===== src/rtl/fifo_uart_tx_if.sv =====
// FIFO read-port bundle between the ring-list FIFO and its UART transmitter.
// master: the consumer issuing read requests; slave: the FIFO answering them.
interface fifo_uart_tx_if #(
  parameter int DATA_WIDTH = 8
);
  logic                  fifo_rd_en;
  logic [DATA_WIDTH-1:0] fifo_rd_data;
  logic                  fifo_rd_val;

  modport master (
    output fifo_rd_en,
    input  fifo_rd_data,
    input  fifo_rd_val
  );

  modport slave (
    input  fifo_rd_en,
    output fifo_rd_data,
    output fifo_rd_val
  );
endinterface


===== src/rtl/fifo_uart_tx.sv =====
// Drains the FIFO one word at a time and serializes each word as a UART frame:
// start bit, DATA_WIDTH data bits LSB first, stop bit. Outputs are registered
// from the next-state values so they line up with the state register.
module fifo_uart_tx #(
  parameter int DATA_WIDTH   = 8,
  parameter int CLKS_PER_BIT = 16
) (
  input  logic            clk,
  input  logic            reset,
  input  logic            en,
  fifo_uart_tx_if.master  fif,
  output logic            tx,
  output logic            busy,
  output logic            frame_done
);

  localparam int BAUD_W = $clog2(CLKS_PER_BIT);
  localparam int BIT_W  = $clog2(DATA_WIDTH + 1);
  localparam logic [BAUD_W-1:0] BAUD_LAST = BAUD_W'(CLKS_PER_BIT - 1);
  localparam logic [BIT_W-1:0]  BIT_LAST  = BIT_W'(DATA_WIDTH - 1);

  typedef enum logic [2:0] {
    IDLE  = 3'd0,
    REQ   = 3'd1,
    RESP  = 3'd2,
    START = 3'd3,
    DATA  = 3'd4,
    STOP  = 3'd5
  } state_t;

  state_t                state_r, state_s;
  logic [BAUD_W-1:0]     baud_r, baud_s;
  logic [BIT_W-1:0]      bit_r, bit_s;
  logic [DATA_WIDTH-1:0] shift_r, shift_s;
  logic                  tx_r, tx_s;
  logic                  busy_r, busy_s;
  logic                  rd_en_r, rd_en_s;
  logic                  frame_done_r, frame_done_s;
  logic                  baud_end_s;

  assign tx             = tx_r;
  assign busy           = busy_r;
  assign frame_done     = frame_done_r;
  assign fif.fifo_rd_en = rd_en_r;

  // Next-state, counter/shift updates, and next values of the registered outputs.
  always_comb begin
    state_s    = state_r;
    baud_s     = baud_r;
    bit_s      = bit_r;
    shift_s    = shift_r;
    baud_end_s = (baud_r == BAUD_LAST);

    case (state_r)
      IDLE: begin
        if (en) begin
          state_s = REQ;
        end else begin
          state_s = IDLE;
        end
      end
      REQ: begin
        state_s = RESP;
      end
      RESP: begin
        // The response is consumed even if en dropped meanwhile, so no word is lost.
        if (fif.fifo_rd_val) begin
          shift_s = fif.fifo_rd_data;
          baud_s  = BAUD_W'(0);
          bit_s   = BIT_W'(0);
          state_s = START;
        end else begin
          state_s = IDLE;
        end
      end
      START: begin
        if (baud_end_s) begin
          baud_s  = BAUD_W'(0);
          state_s = DATA;
        end else begin
          baud_s = baud_r + BAUD_W'(1);
        end
      end
      DATA: begin
        if (baud_end_s) begin
          baud_s  = BAUD_W'(0);
          shift_s = shift_r >> 1;
          if (bit_r == BIT_LAST) begin
            bit_s   = BIT_W'(0);
            state_s = STOP;
          end else begin
            bit_s = bit_r + BIT_W'(1);
          end
        end else begin
          baud_s = baud_r + BAUD_W'(1);
        end
      end
      STOP: begin
        if (baud_end_s) begin
          baud_s = BAUD_W'(0);
          if (en) begin
            state_s = REQ;
          end else begin
            state_s = IDLE;
          end
        end else begin
          baud_s = baud_r + BAUD_W'(1);
        end
      end
      default: begin
        state_s = IDLE;
        baud_s  = BAUD_W'(0);
        bit_s   = BIT_W'(0);
      end
    endcase

    case (state_s)
      START:   tx_s = 1'b0;
      DATA:    tx_s = shift_s[0];
      default: tx_s = 1'b1;
    endcase

    busy_s       = (state_s != IDLE);
    rd_en_s      = (state_s == REQ);
    frame_done_s = (state_s == STOP) && (baud_s == BAUD_LAST);
  end

  // State, counters, shift register and registered outputs; reset abandons any frame.
  always_ff @(posedge clk) begin
    if (reset) begin
      state_r      <= IDLE;
      baud_r       <= BAUD_W'(0);
      bit_r        <= BIT_W'(0);
      shift_r      <= {DATA_WIDTH{1'b0}};
      tx_r         <= 1'b1;
      busy_r       <= 1'b0;
      rd_en_r      <= 1'b0;
      frame_done_r <= 1'b0;
    end else begin
      state_r      <= state_s;
      baud_r       <= baud_s;
      bit_r        <= bit_s;
      shift_r      <= shift_s;
      tx_r         <= tx_s;
      busy_r       <= busy_s;
      rd_en_r      <= rd_en_s;
      frame_done_r <= frame_done_s;
    end
  end

endmodule


===== src/flat_wrapper.sv =====
// flat-port wrapper written by rule: the top's interface ports become plain ports
module fifo_uart_tx_flat 
#(
  parameter int DATA_WIDTH   = 8,
  parameter int CLKS_PER_BIT = 16
)
  (clk, reset, en, tx, busy, frame_done, fif_fifo_rd_en, fif_fifo_rd_data, fif_fifo_rd_val);
  fifo_uart_tx_if #(.DATA_WIDTH(DATA_WIDTH)) fif_i ();
  input  logic clk;
  input  logic reset;
  input  logic en;
  output logic tx;
  output logic busy;
  output logic frame_done;
  output wire logic [$bits(fif_i.fifo_rd_en)-1:0] fif_fifo_rd_en;
  input wire logic [$bits(fif_i.fifo_rd_data)-1:0] fif_fifo_rd_data;
  input wire logic [$bits(fif_i.fifo_rd_val)-1:0] fif_fifo_rd_val;
  assign fif_fifo_rd_en = fif_i.fifo_rd_en;
  assign fif_i.fifo_rd_data = fif_fifo_rd_data;
  assign fif_i.fifo_rd_val = fif_fifo_rd_val;
  fifo_uart_tx #(.DATA_WIDTH(DATA_WIDTH), .CLKS_PER_BIT(CLKS_PER_BIT)) u_core (.clk(clk), .reset(reset), .en(en), .fif(fif_i), .tx(tx), .busy(busy), .frame_done(frame_done));
endmodule

===== config.mk =====
export PLATFORM = sky130hd
export DESIGN_NAME = fifo_uart_tx_flat
export DESIGN_NICKNAME = d
export VERILOG_FILES = /design/src/rtl/fifo_uart_tx_if.sv /design/src/rtl/fifo_uart_tx.sv /design/src/flat_wrapper.sv
export SDC_FILE = /design/constraint.sdc
export NUM_CORES = 1
export LEC_CHECK = 0
export ABC_AREA = 1
export CORE_ASPECT_RATIO = 0.7
export CORE_UTILIZATION = 53
export CTS_CLUSTER_SIZE = 25
export DETAILED_ROUTE_END_ITERATION = 10
export PLACE_DENSITY = 0.81
export REMOVE_ABC_BUFFERS = 1
export SLEW_MARGIN = 10
export SYNTH_ARGS = -nofsm -noshare
export SYNTH_HDL_FRONTEND = slang
export SYNTH_SLANG_ARGS = --single-unit

===== constraint.sdc =====
create_clock -name clk -period 1.6 [get_ports clk]
set_input_delay 0.24 -clock clk [delete_from_list [all_inputs] [get_ports clk]]
set_output_delay 0.24 -clock clk [all_outputs]
set_load 0.02 [all_outputs]

**After elaboration in Yosys (flattened, before gate mapping)**

Index checks and enable logic that the tools add are counted.

- Add/sub/neg operators: 2
- Multipliers: 0
- Div/mod/pow operators: 0
- $lt $le $gt $ge: 0
- Equal/unequal tests: 14
- Shift operators: 0
- Multiplexer cells: 18
- Bitwise gates (word level): 1
- Reductions and logical operators: 9

Operators by type and width:

| operator | number |
|---|---|
| $pmux W4 S3 | 2 |
| $mux W4 | 5 |
| $pmux W3 S6 | 1 |
| $mux W8 | 2 |
| $pmux W8 S2 | 1 |
| $eq A3 B3 Y1 const B | 4 |
| $mux W3 | 4 |
| $eq A3 B2 Y1 const B | 3 |
| $add A4 B1 Y4 const B | 2 |
| $eq A4 B4 Y1 const B | 2 |
| $eq A3 B1 Y1 const B | 2 |
| $reduce_and A3 Y1 | 2 |
| $eq A4 B3 Y1 const B | 1 |
| $reduce_or A4 Y1 | 1 |
| $logic_not A3 Y1 | 1 |
| $reduce_bool A3 Y1 | 1 |
| $reduce_or A3 Y1 | 1 |
| $mux W2 | 1 |
| $ne A2 B1 Y1 const B | 1 |
| $ne A2 B2 Y1 const B | 1 |
| $pmux W1 S2 | 1 |
| $reduce_bool A2 Y1 | 1 |
| $reduce_or A2 Y1 | 1 |
| $logic_and A1 B1 Y1 | 1 |
| 2 further kinds | 2 |

- Register bits after elaboration: 23
- Bits in latches: 0
- Memory bits (writable): 0
- Memory bits (read-only): 0
- Input bits: 12
- Output and inout bits: 4
- Logic and storage cells: 53
- Memories: 0

**Longest topological paths before layout**

Gate-level depths: netlist (run 1).

- Depth in word-level cells: 6
- Gate-level depth with buffers: 10

**Worst setup path before layout (run 1)**

Ideal clock, no wire load.

- Path type: register -> register
- From: register u_core.baud_r[0]
- To: register u_core.busy_r, in the netlist u_core.busy
- Library setup time: 0.122 ns
- Data arrival time: 1.243 ns
- Data required time: 1.478 ns
- Slack: 0.234 ns
- Cell stages (with the launch flop): 8
- Buffers on the path: 0
- Period minus slack after synthesis: 1.366 ns
- Cells stage by stage: dfxtp_1 ha_1 nand3_4 nand2_1 nand2_1 a21oi_1 or2_1 nand3b_1

- Cells in the longest elaborated chain, start to end: 4
- Elaborated cells on any way between the ends: 6
- Classes of those cells: 1 x eq/ne; 4 x mux; 1 x reduce/logical

Ends and longest elaborated chain:

| element | RTL line | text |
|---|---|---|
| start, declared | fifo_uart_tx.sv:32 | `logic [BAUD_W-1:0] baud_r, baud_s;` |
| start signal, assigned | fifo_uart_tx.sv:141 | `baud_r <= baud_s;` |
| $eq A4 B4 Y1 * | fifo_uart_tx.sv:52 | `baud_end_s = (baud_r == BAUD_LAST);` |
| $mux W3 (on tied branches) | fifo_uart_tx.sv:99, fifo_uart_tx.sv:85, fifo_uart_tx.sv:77 |  |
| $pmux W3 S6 * | fifo_uart_tx.sv:54 | `case (state_r)` |
| $reduce_bool A3 Y1 * | fifo_uart_tx.sv:123 | `busy_s = (state_s != IDLE);` |
| end signal, assigned | fifo_uart_tx.sv:145 | `busy_r <= busy_s;` |
| end, declared | fifo_uart_tx.sv:36 | `logic busy_r, busy_s;` |

Mark *: on every way between the ends. The rest lies on a longest branch, timed or not.
A chain may end at the register's enable or synchronous reset.

**Worst setup path after layout (run 1)**

- From: register u_core.baud_r[1]
- To: register u_core.busy_r, in the netlist u_core.busy

The elaborated chain is that of the path after synthesis.

==> results of run 1 <==
per-layer routing:
layer	vias to the layer above	wire length [µm]	global-route usage
li1	590	-	-
met1	543	1240	0.307
met2	42	1390	0.423
met3	6	163	0.0561
met4	0	41	0.0952
met5	-	0	0
cells in the mapped netlist:
cell type and number:
inv_1 16, or2_1 1, nor2_8 1, nand2_4 1, a21oi_1 16, nor2_1 14, nand2_1 49, nand3_1 10
nand3_4 1, nor2_4 4, a22oi_1 6, and2_1 1, nand3_2 3, nand4_1 3, clkbuf_1 1, nand3b_1 1
xor2_1 3, o21ai_0 2, o21ai_1 3, inv_2 1, o21ai_2 1, ha_1 2, dfxtp_1 23, nor2_2 3
report_power, final:
group	leakage, nW	switching (W)	internal (W)	total (W)
sequential	0.188	0.0000160	0.000595	0.000611
clock	0.0150	0.000165	0.0000973	0.000263
combinational	0.450	0.000105	0.0000856	0.000191
total	0.653	0.000286	0.000778	0.00106
cells by family after synthesis:
logic type | Yosys count | synth area share
AND/OR/NAND/NOR | 92 | 0.388
AO/OA/AOI/OAI | 28 | 0.132
flip-flops | 23 | 0.382
buffers and inverters | 18 | 0.0560
XOR/XNOR | 3 | 0.0218
adder cells (fa/ha/maj) | 2 | 0.0207
state kept, by name, indices dropped and copies added (netlist names):
register               flops
u_core.shift_r             8
u_core.busy                1
u_core.bit_r               4
u_core.frame_done          1
u_core.baud_r              4
u_core.state_r             3
u_core.fif.fifo_rd_en      1
u_core.tx                  1
worst reg2reg max path, stage by stage (launching register included):
cell and delay (ps):
dfxtp_2 390, ha_4 180, nand3_4 160, nand2_1 150
nand2_1 80, a21oi_1 180, or2_1 150, nand3b_1 90
cell type report:
class,count,area (µm²),share of cell area
multi-input combinational,125,691,0.463
sequential,23,463,0.310
timing repair buffer,21,208,0.139
inverter,17,63.8,0.0428
tap,32,40.0,0.0268
clock buffer,4,26.3,0.0176
metrics by stage:
stage | setup TNS (ps) | utilization
finish | 0 | 0.692
global route | 0 | 0.692
floorplan | 0 | -
global placement | 0 | 0.670
CTS | 0 | 0.683
detailed placement | -17.7 | 0.670
final timing paths:
path	to	slack, ps	from	depth (start not counted)
setup / recovery	u_core.busy	110	u_core.baud_r[1]	7
hold / removal	u_core.shift_r[2]	470	u_core.shift_r[2]	2
setup reg to reg	u_core.busy	110	u_core.baud_r[1]	7
hold reg to reg	u_core.shift_r[2]	470	u_core.shift_r[2]	2
repair_timing:
action / in CTS / in global routing
setup endpoints to repair: 2 / 7
gates resized for setup: 1 / 3
buffers inserted: 0 / 1
pin swaps: 0 / 1
==> impl_metrics.csv, run 1 <==
group,metric,value,unit
floorplanning,dieArea,2470,µm²
setup_path,max_stage_delay,390,ps
setup_path,worstPathCellList,"ha_4, nand3_4, nand2_1, nand2_1, a21oi_1, or2_1, nand3b_1",
pwr,total_power,0.00106,W
setup_path,worstPathMaxFanout,8,
floorplanning,die_y,41.9,µm
routing,wl_per_cell,12.7,µm
synthesis,netlist_area,1210,µm²
floorplanning,rows,14,
layout,layout_commonest_cell,"nand2_1",
timing,fmax,669,MHz
placement,dp_cells,217,
setup_path,path_class,"reg2reg",
routing,ant_nets,0,
timing,skew,1.98,ps
pwr,p_leak,0.653,nW
synthesis,synth_seq_cells,23,
grt,grt_pass1_vias,1077,
clocking,cts.hold.buffers_added,0,
synthesis,ys_types,24,
timing,maxSlewViolCount,0,
setup_path,crit_top_cell,"nand2_1",
synthesis,synth_seq_area_share,0.382,
timing,final-hold-violation-count,0,
routing,drt_wl_total,2830,µm
clocking,h-tree-depth,1,
layout,syn2layout_area_growth,23.7,%
placement,gp_congestion,0.942,
timing,period_needed,1490,ps
grt,track_usage,0.250,
routing,firstDrtPassIters,4,
clocking,cts_buffers,3,
floorplanning,initial_utilization,0.560,
floorplanning,die_x,59.0,µm
synthesis,synth_top_area_cell,"dfxtp_1",
timing,rsz0062_at_grt,"false",
routing,vias,1181,
clocking,clk_pin_slew,120,ps
timing,worst_pin_slew,278,ps
flow_run,maxCapViolations,0,
clocking,clock-root-buffer,"clkbuf_4",
setup_path,required,1800,ps
routing,drc_errors,0,
timing,holdWs,473,ps
layout,postLayoutCellArea,1490,µm²
setup_path,cp.arrival,1690,ps
synthesis,synth.avg_cell_area,7.27,µm²
placement,dpl-instance-area,1440,µm²
timing,slew_headroom,0.814,
layout,drive_above_1_share,0.142,
placement,hpwlAfterDp,2200,µm
clocking,clock_path_buffers,2,
setup_path,cp.buffers_inverters,0,
clocking,cts_tree,"yes",
run_status,status,"complete, no violations",
synthesis,synth.top_cells.by_area,"dfxtp_1 (38%), nand2_1 (15%), a21oi_1 (6.6%)",
routing,viasPerCell,5.32,
layout,mostFrequentLayoutCells,"nand2_1 (49), dfxtp_1 (21), inv_1 (16), a21oi_1 (16), clkdlybuf4s50_1 (15)",
layout,nFillCells,181,
grt,grt_start_max_net_pins,13,
floorplanning,io_pins,16,
routing,drt_iter0_markers,75,
timing,setup_viol,0,
layout,nets,205,
placement,numPortBuffers,15,
setup_path,cpLargestDelayFamily,"simple AND/OR/NAND/NOR gates",
floorplanning,core,2150,µm²
grt,antenna_found_initial,0,
clocking,cts_sinks,23,
pwr,p_per_area,713,nW/µm²
clocking,clock_latency,310,ps
grt,grt_overflow,0,
timing,fin_crit_sh,0.934,
setup_path,end_kind,"flop",
synthesis,yosysTopAreaCellShare,0.382,
synthesis,synthCells,166,
layout,diodes,0,
grt,grt_pass1_wl,4530,µm
setup_path,critPathSlowestCell,"dfxtp_2",
min_path,hp-class,"reg2reg",
placement,dp_slack,-17.7,ps
layout,final_cells,222,
setup_path,worst_setup_path_start_kind,"flop",
timing,layout_setup_ws,106,ps
pwr,peakVddDrop,0.382,mV
synthesis,synth-warning-count,0,
(Power assumes the default switching activity.)
==> run 2: changes to the inputs <==
Settings changed: CTS_BUF_LIST set to sky130_fd_sc_hd__clkbuf_16, GPL_ROUTABILITY_DRIVEN set to 0, PLACE_DENSITY 0.81 to 0.77.
==> run 2 against run 1 <==
  * Via count is 0.25% lower
  * Critical path depth stayed put
  * First-iteration DRC count is 4.0% higher
  * Total power is 25% higher
  * Routed wire length is 6.0% lower
  * Combinational power hardly changed
  * Cell count is 0.45% lower
  * Critical endpoint unchanged
  * Highest routed layer unchanged
==> impl_metrics.csv, run 2 (same netlist as run 1, synthesis figures left out) <==
group,metric,value,unit
run_status,status,"complete, no violations",
pwr,p_int,0.00101,W
clocking,postCtsSetupBuffers,0,
setup_path,reg2reg_depth,7,
grt,antenna_found_initial,0,
min_path,min_to,"u_core.shift_r[6]",
layout,largest-register,"u_core.shift_r",
layout,postLayoutCellArea,1540,µm²
setup_path,r2r_slack,120,ps
layout,largest_reg_flops,8,
setup_path,rr_endpoint,"u_core.busy",
clocking,h-tree-depth,1,
pwr,switching_share,0.239,
grt,grt_pass1_vias,1021,
timing,final-hold-violation-count,0,
pwr,p_per_area,863,nW/µm²
clocking,cts_tree,"yes",
timing,slew_headroom,0.815,
pwr,p_clk_frac,0.399,
routing,ant_nets,0,
clocking,cts_sinks,23,
grt,grt_pass1_wl,4430,µm
placement,numPortBuffers,15,
setup_path,cp.arrival,1610,ps
min_path,min_path_cells,2,
routing,drt_wl_total,2660,µm
layout,mostFrequentLayoutCells,"nand2_1 (49), dfxtp_1 (22), inv_1 (17)",
clocking,cts.hold.buffers_added,0,
floorplanning,die_x,59.0,µm
floorplanning,initial_utilization,0.560,
routing,firstDrtPassIters,5,
timing,maxSlewViolCount,0,
flow_run,maxCapViolations,0,
setup_path,worst_setup_path_start_kind,"flop",
placement,dp_slack,5.21,ps
clocking,cts_buffers,3,
layout,top_regs,"u_core.shift_r: 8 flops, u_core.baud_r: 4 flops, u_core.bit_r: 4 flops",
pwr,p_sw,0.000318,W
grt,track_usage,0.241,
setup_path,worstPathMaxFanout,8,
routing,drt_iter0_markers,78,
routing,viasPerCell,5.33,
setup_path,path_class,"reg2reg",
floorplanning,io_pins,16,
layout,layout_commonest_cell,"nand2_1",
setup_path,required,1730,ps
timing,setup_viol,0,
clocking,post_cts_resized,1,
pwr,peakVddDrop,0.722,mV
min_path,hp-start,"u_core.shift_r[6]",
timing,tns,0,ps
floorplanning,rows,14,
clocking,clock-root-buffer,"clkbuf_16",
layout,syn2layout_area_growth,28.0,%
pwr,combPwrFrac,0.143,
timing,fmax,675,MHz
setup_path,rr_startpoint,"u_core.baud_r[0]",
layout,diodes,0,
setup_path,end_kind,"flop",
floorplanning,die_y,41.9,µm
placement,dpl-instance-area,1440,µm²
pwr,p_leak,0.675,nW
pwr,total_power,0.00133,W
layout,drive_above_1_share,0.138,
grt,grt_overflow,0,
min_path,hp-class,"reg2reg",
placement,hpwlAfterDp,2050,µm
clocking,clock_latency,250,ps
pwr,p_seq_frac,0.459,
timing,skew,1.49,ps
layout,nets,204,
grt,grt_start_max_net_pins,13,
clocking,clk_pin_slew,60,ps
routing,drc_errors,0,
floorplanning,core,2150,µm²
timing,fin_crit_sh,0.925,
routing,wl_per_cell,12.0,µm
routing,vias,1178,
layout,nFillCells,184,
timing,period_needed,1480,ps
timing,worst_pin_slew,277,ps
clocking,clock_path_buffers,2,
timing,layout_setup_ws,120,ps
timing,rsz0062_at_grt,"false",
floorplanning,dieArea,2470,µm²
==> run 2: cell count changes in the layout (fill, tap and decap cells not counted), sizes merged <==
cell and change:
buf -1, clkbuf -1, inv +1
==> run 2: final cells by class <==
type	count	area, µm²	area share
clock inverter	1	3.75	0.00243
inverter	17	63.8	0.0413
multi-input combinational	125	699	0.453
sequential	23	462	0.299
timing repair buffer	20	200	0.130
tap	32	40.0	0.0259
clock buffer	3	75.1	0.0486
==> run 2: power by group through the flow <==
stage	Sequential, W	Combinational [W]	Clock (W)
2_1_floorplan	0.000629	0.0000944	0
3_3_place_gp	0.000622	0.000180	0
3_5_place_dp	0.000623	0.000186	0
4_1_cts	0.000611	0.000187	0.000544
5_1_grt	0.000613	0.000209	0.000569
6_report	0.000611	0.000190	0.000531
==> run 2: metal layers <==
layer,vias to the layer above,part of all wire,track usage,wire length (µm)
li1,595,-,-,-
met1,533,0.45,0.318,1210
met2,48,0.47,0.377,1250
met3,2,0.070,0.0748,187
met4,0,0.0034,0.0714,9
met5,-,0,0,0
==> run 2: through the flow <==
stage | cells | hold slack [ps] | util
6_report | 221 | 464 | 0.717
4_1_cts | 221 | 465 | 0.707
2_1_floorplan | 165 | 309 | -
5_1_grt | 221 | 476 | 0.717
3_5_place_dp | 217 | 455 | 0.670
3_3_place_gp | 217 | 449 | 0.670
==> run 2: how the worst max path moves through the flow <==
stage / cells after the start / start / end
floorplan: 7 / u_core.baud_r[0] / u_core.busy
global placement: 8 / fif_fifo_rd_val / u_core.frame_done
detailed placement: 8 / fif_fifo_rd_val / u_core.frame_done
CTS: 7 / u_core.baud_r[1] / u_core.busy
global route: 10 / u_core.baud_r[0] / u_core.tx
finish: 7 / u_core.baud_r[0] / u_core.busy
==> run 2: critical path: stages (launching register included) <==
cell      delay (ps)
dfxtp_1          380
ha_4             190
nand3_4          150
nand2_1          150
nand2_1          100
a21oi_2          140
or2_1            150
nand3b_1         100
==> run 3: changes to the inputs <==
Settings changed: SETUP_SLACK_MARGIN set to 0.05.
==> run 3 against run 2 <==
  * Routed wire length is the same
  * Critical path depth is the same
  * Design area is essentially flat
  * Combinational power is essentially flat
  * Critical endpoint unchanged
==> impl_metrics.csv, run 3 (same netlist as run 1, synthesis figures left out) <==
group,metric,value,unit
clocking,clock-root-buffer,"clkbuf_16",
setup_path,critPathSlowestCell,"dfxtp_1",
layout,nFillCells,183,
setup_path,cp.arrival,1630,ps
layout,syn2layout_area_growth,28.1,%
timing,maxSlewViolCount,0,
layout,top_regs,"u_core.shift_r: 8 flops, u_core.baud_r: 4 flops, u_core.bit_r: 4 flops",
routing,drt_wl_total,2660,µm
timing,fin_crit_sh,0.897,
setup_path,max_stage_delay,430,ps
floorplanning,dieArea,2470,µm²
routing,viasPerCell,5.33,
flow_run,maxCapViolations,0,
grt,busiest_layer,"met2",
clocking,postCtsSetupBuffers,0,
grt,track_usage,0.241,
routing,vias,1178,
routing,wl_per_cell,12.0,µm
setup_path,worst_setup_path_start_kind,"flop",
run_status,status,"complete, no violations",
layout,diodes,0,
min_path,hp-start,"u_core.shift_r[6]",
clocking,cts_tree,"yes",
setup_path,reg2reg_depth,7,
floorplanning,initial_utilization,0.560,
routing,drc_errors,0,
clocking,clk_pin_slew,60,ps
timing,skew,1.49,ps
placement,dpl-instance-area,1440,µm²
grt,antenna_found_initial,0,
timing,tns,0,ps
clocking,clock_path_buffers,2,
setup_path,r2r_slack,160,ps
min_path,hp-class,"reg2reg",
layout,nets,204,
grt,grt_overflow,0,
setup_path,required,1790,ps
routing,drt_iter0_markers,78,
grt,grt_start_max_net_pins,13,
grt,grt_pass1_vias,1031,
clocking,cts_sinks,23,
timing,slew_headroom,0.815,
layout,layout_commonest_cell,"nand2_1",
routing,firstDrtPassIters,5,
routing,ant_nets,0,
layout,postLayoutCellArea,1550,µm²
timing,worst_pin_slew,277,ps
setup_path,rr_endpoint,"u_core.busy",
layout,drive_above_1_share,0.143,
placement,numPortBuffers,15,
timing,setup_viol,0,
setup_path,end_kind,"flop",
timing,final-hold-violation-count,0,
setup_path,crit_top_cell,"nand2_1",
floorplanning,io_pins,16,
layout,multi_input_area,699,µm²
layout,largest-register,"u_core.shift_r",
grt,grt_pass1_wl,4450,µm
setup_path,rr_startpoint,"u_core.state_r[0]",
floorplanning,die_x,59.0,µm
grt,use_met3,0.0748,
timing,holdWs,464,ps
floorplanning,die_y,41.9,µm
clocking,clock_latency,250,ps
grt,use_met2,0.380,
floorplanning,rows,14,
timing,period_needed,1440,ps
clocking,h-tree-depth,1,
timing,rsz0062_at_grt,"true",
layout,regArea,463,µm²
setup_path,cp.buffers_inverters,1,
pwr,p_leak,0.676,nW
placement,hpwlAfterDp,2050,µm
floorplanning,core,2150,µm²
grt,met1_usage,0.318,
setup_path,worstPathCellList,"inv_1, nor2_1, nand2_1, nand2_1, a21oi_2, or2_1, nand3b_1",
timing,fmax,696,MHz
setup_path,worstPathMaxFanout,5,
clocking,cts_buffers,3,
pwr,peakVddDrop,0.722,mV
layout,largest_reg_flops,8,
setup_path,cpLargestDelayFamily,"simple AND/OR/NAND/NOR gates",
layout,mostFrequentLayoutCells,"nand2_1 (49), dfxtp_1 (21), inv_1 (17)",
min_path,min_path_cells,2,
pwr,p_per_area,862,nW/µm²
min_path,min_to,"u_core.shift_r[6]",
setup_path,path_class,"reg2reg",
## run 3: what timing repair did
item / in CTS / in global routing
endpoints found under the setup margin: 1 / 3
gates resized for setup: 2 / 4
endpoints found under the hold margin: 0 / 0
hold buffers: 0 / 0
## run 3: worst max path at each step
stage	endpoint	startpoint	depth (start not counted)
2_1_floorplan	u_core.busy	u_core.baud_r[0]	7
3_3_place_gp	u_core.frame_done	fif_fifo_rd_val	8
3_5_place_dp	u_core.frame_done	fif_fifo_rd_val	8
4_1_cts	u_core.busy	u_core.baud_r[1]	7
5_1_grt	u_core.busy	u_core.state_r[2]	8
6_report	u_core.busy	u_core.state_r[0]	7
## run 3: power breakdown
group / leakage [nW] / total [W] / internal (W) / switching (W)
clock: 0.0423 / 0.000531 / 0.000333 / 0.000198
sequential: 0.188 / 0.000612 / 0.000595 / 0.0000167
combinational: 0.446 / 0.000190 / 0.0000863 / 0.000104
## run 3: worst reg2reg max path, cell delays in order, from the launching register on
cell,delay [ps]
dfxtp_1,430
inv_1,140
nor2_1,190
nand2_1,110
nand2_1,120
a21oi_2,50
or2_1,240
nand3b_1,100
## run 3: routing by layer
metal / wire, µm / vias up
li1: - / 595
met1: 1210 / 533
met2: 1250 / 48
met3: 187 / 2
met4: 9 / 0
met5: 0 / -
## run 3: area by class of cell
class                   count  share of cell area
inverters                  17              0.0413
clock inverters             1             0.00243
multi-input cells         125               0.453
flip-flops and latches     23               0.300
repair buffers             20               0.130
clock buffers               3              0.0486
well taps                  32              0.0259
## run 3: metrics by stage
stage | util | power (W) | setup WS, ps | cells
after floorplan | - | 0.000724 | 234 | 165
after global placement | 0.670 | 0.000802 | 74.3 | 217
after detailed placement | 0.670 | 0.000809 | 5.21 | 217
after CTS | 0.712 | 0.00134 | 92.3 | 221
after global routing | 0.717 | 0.00139 | 27.2 | 221
final | 0.717 | 0.00133 | 164 | 221
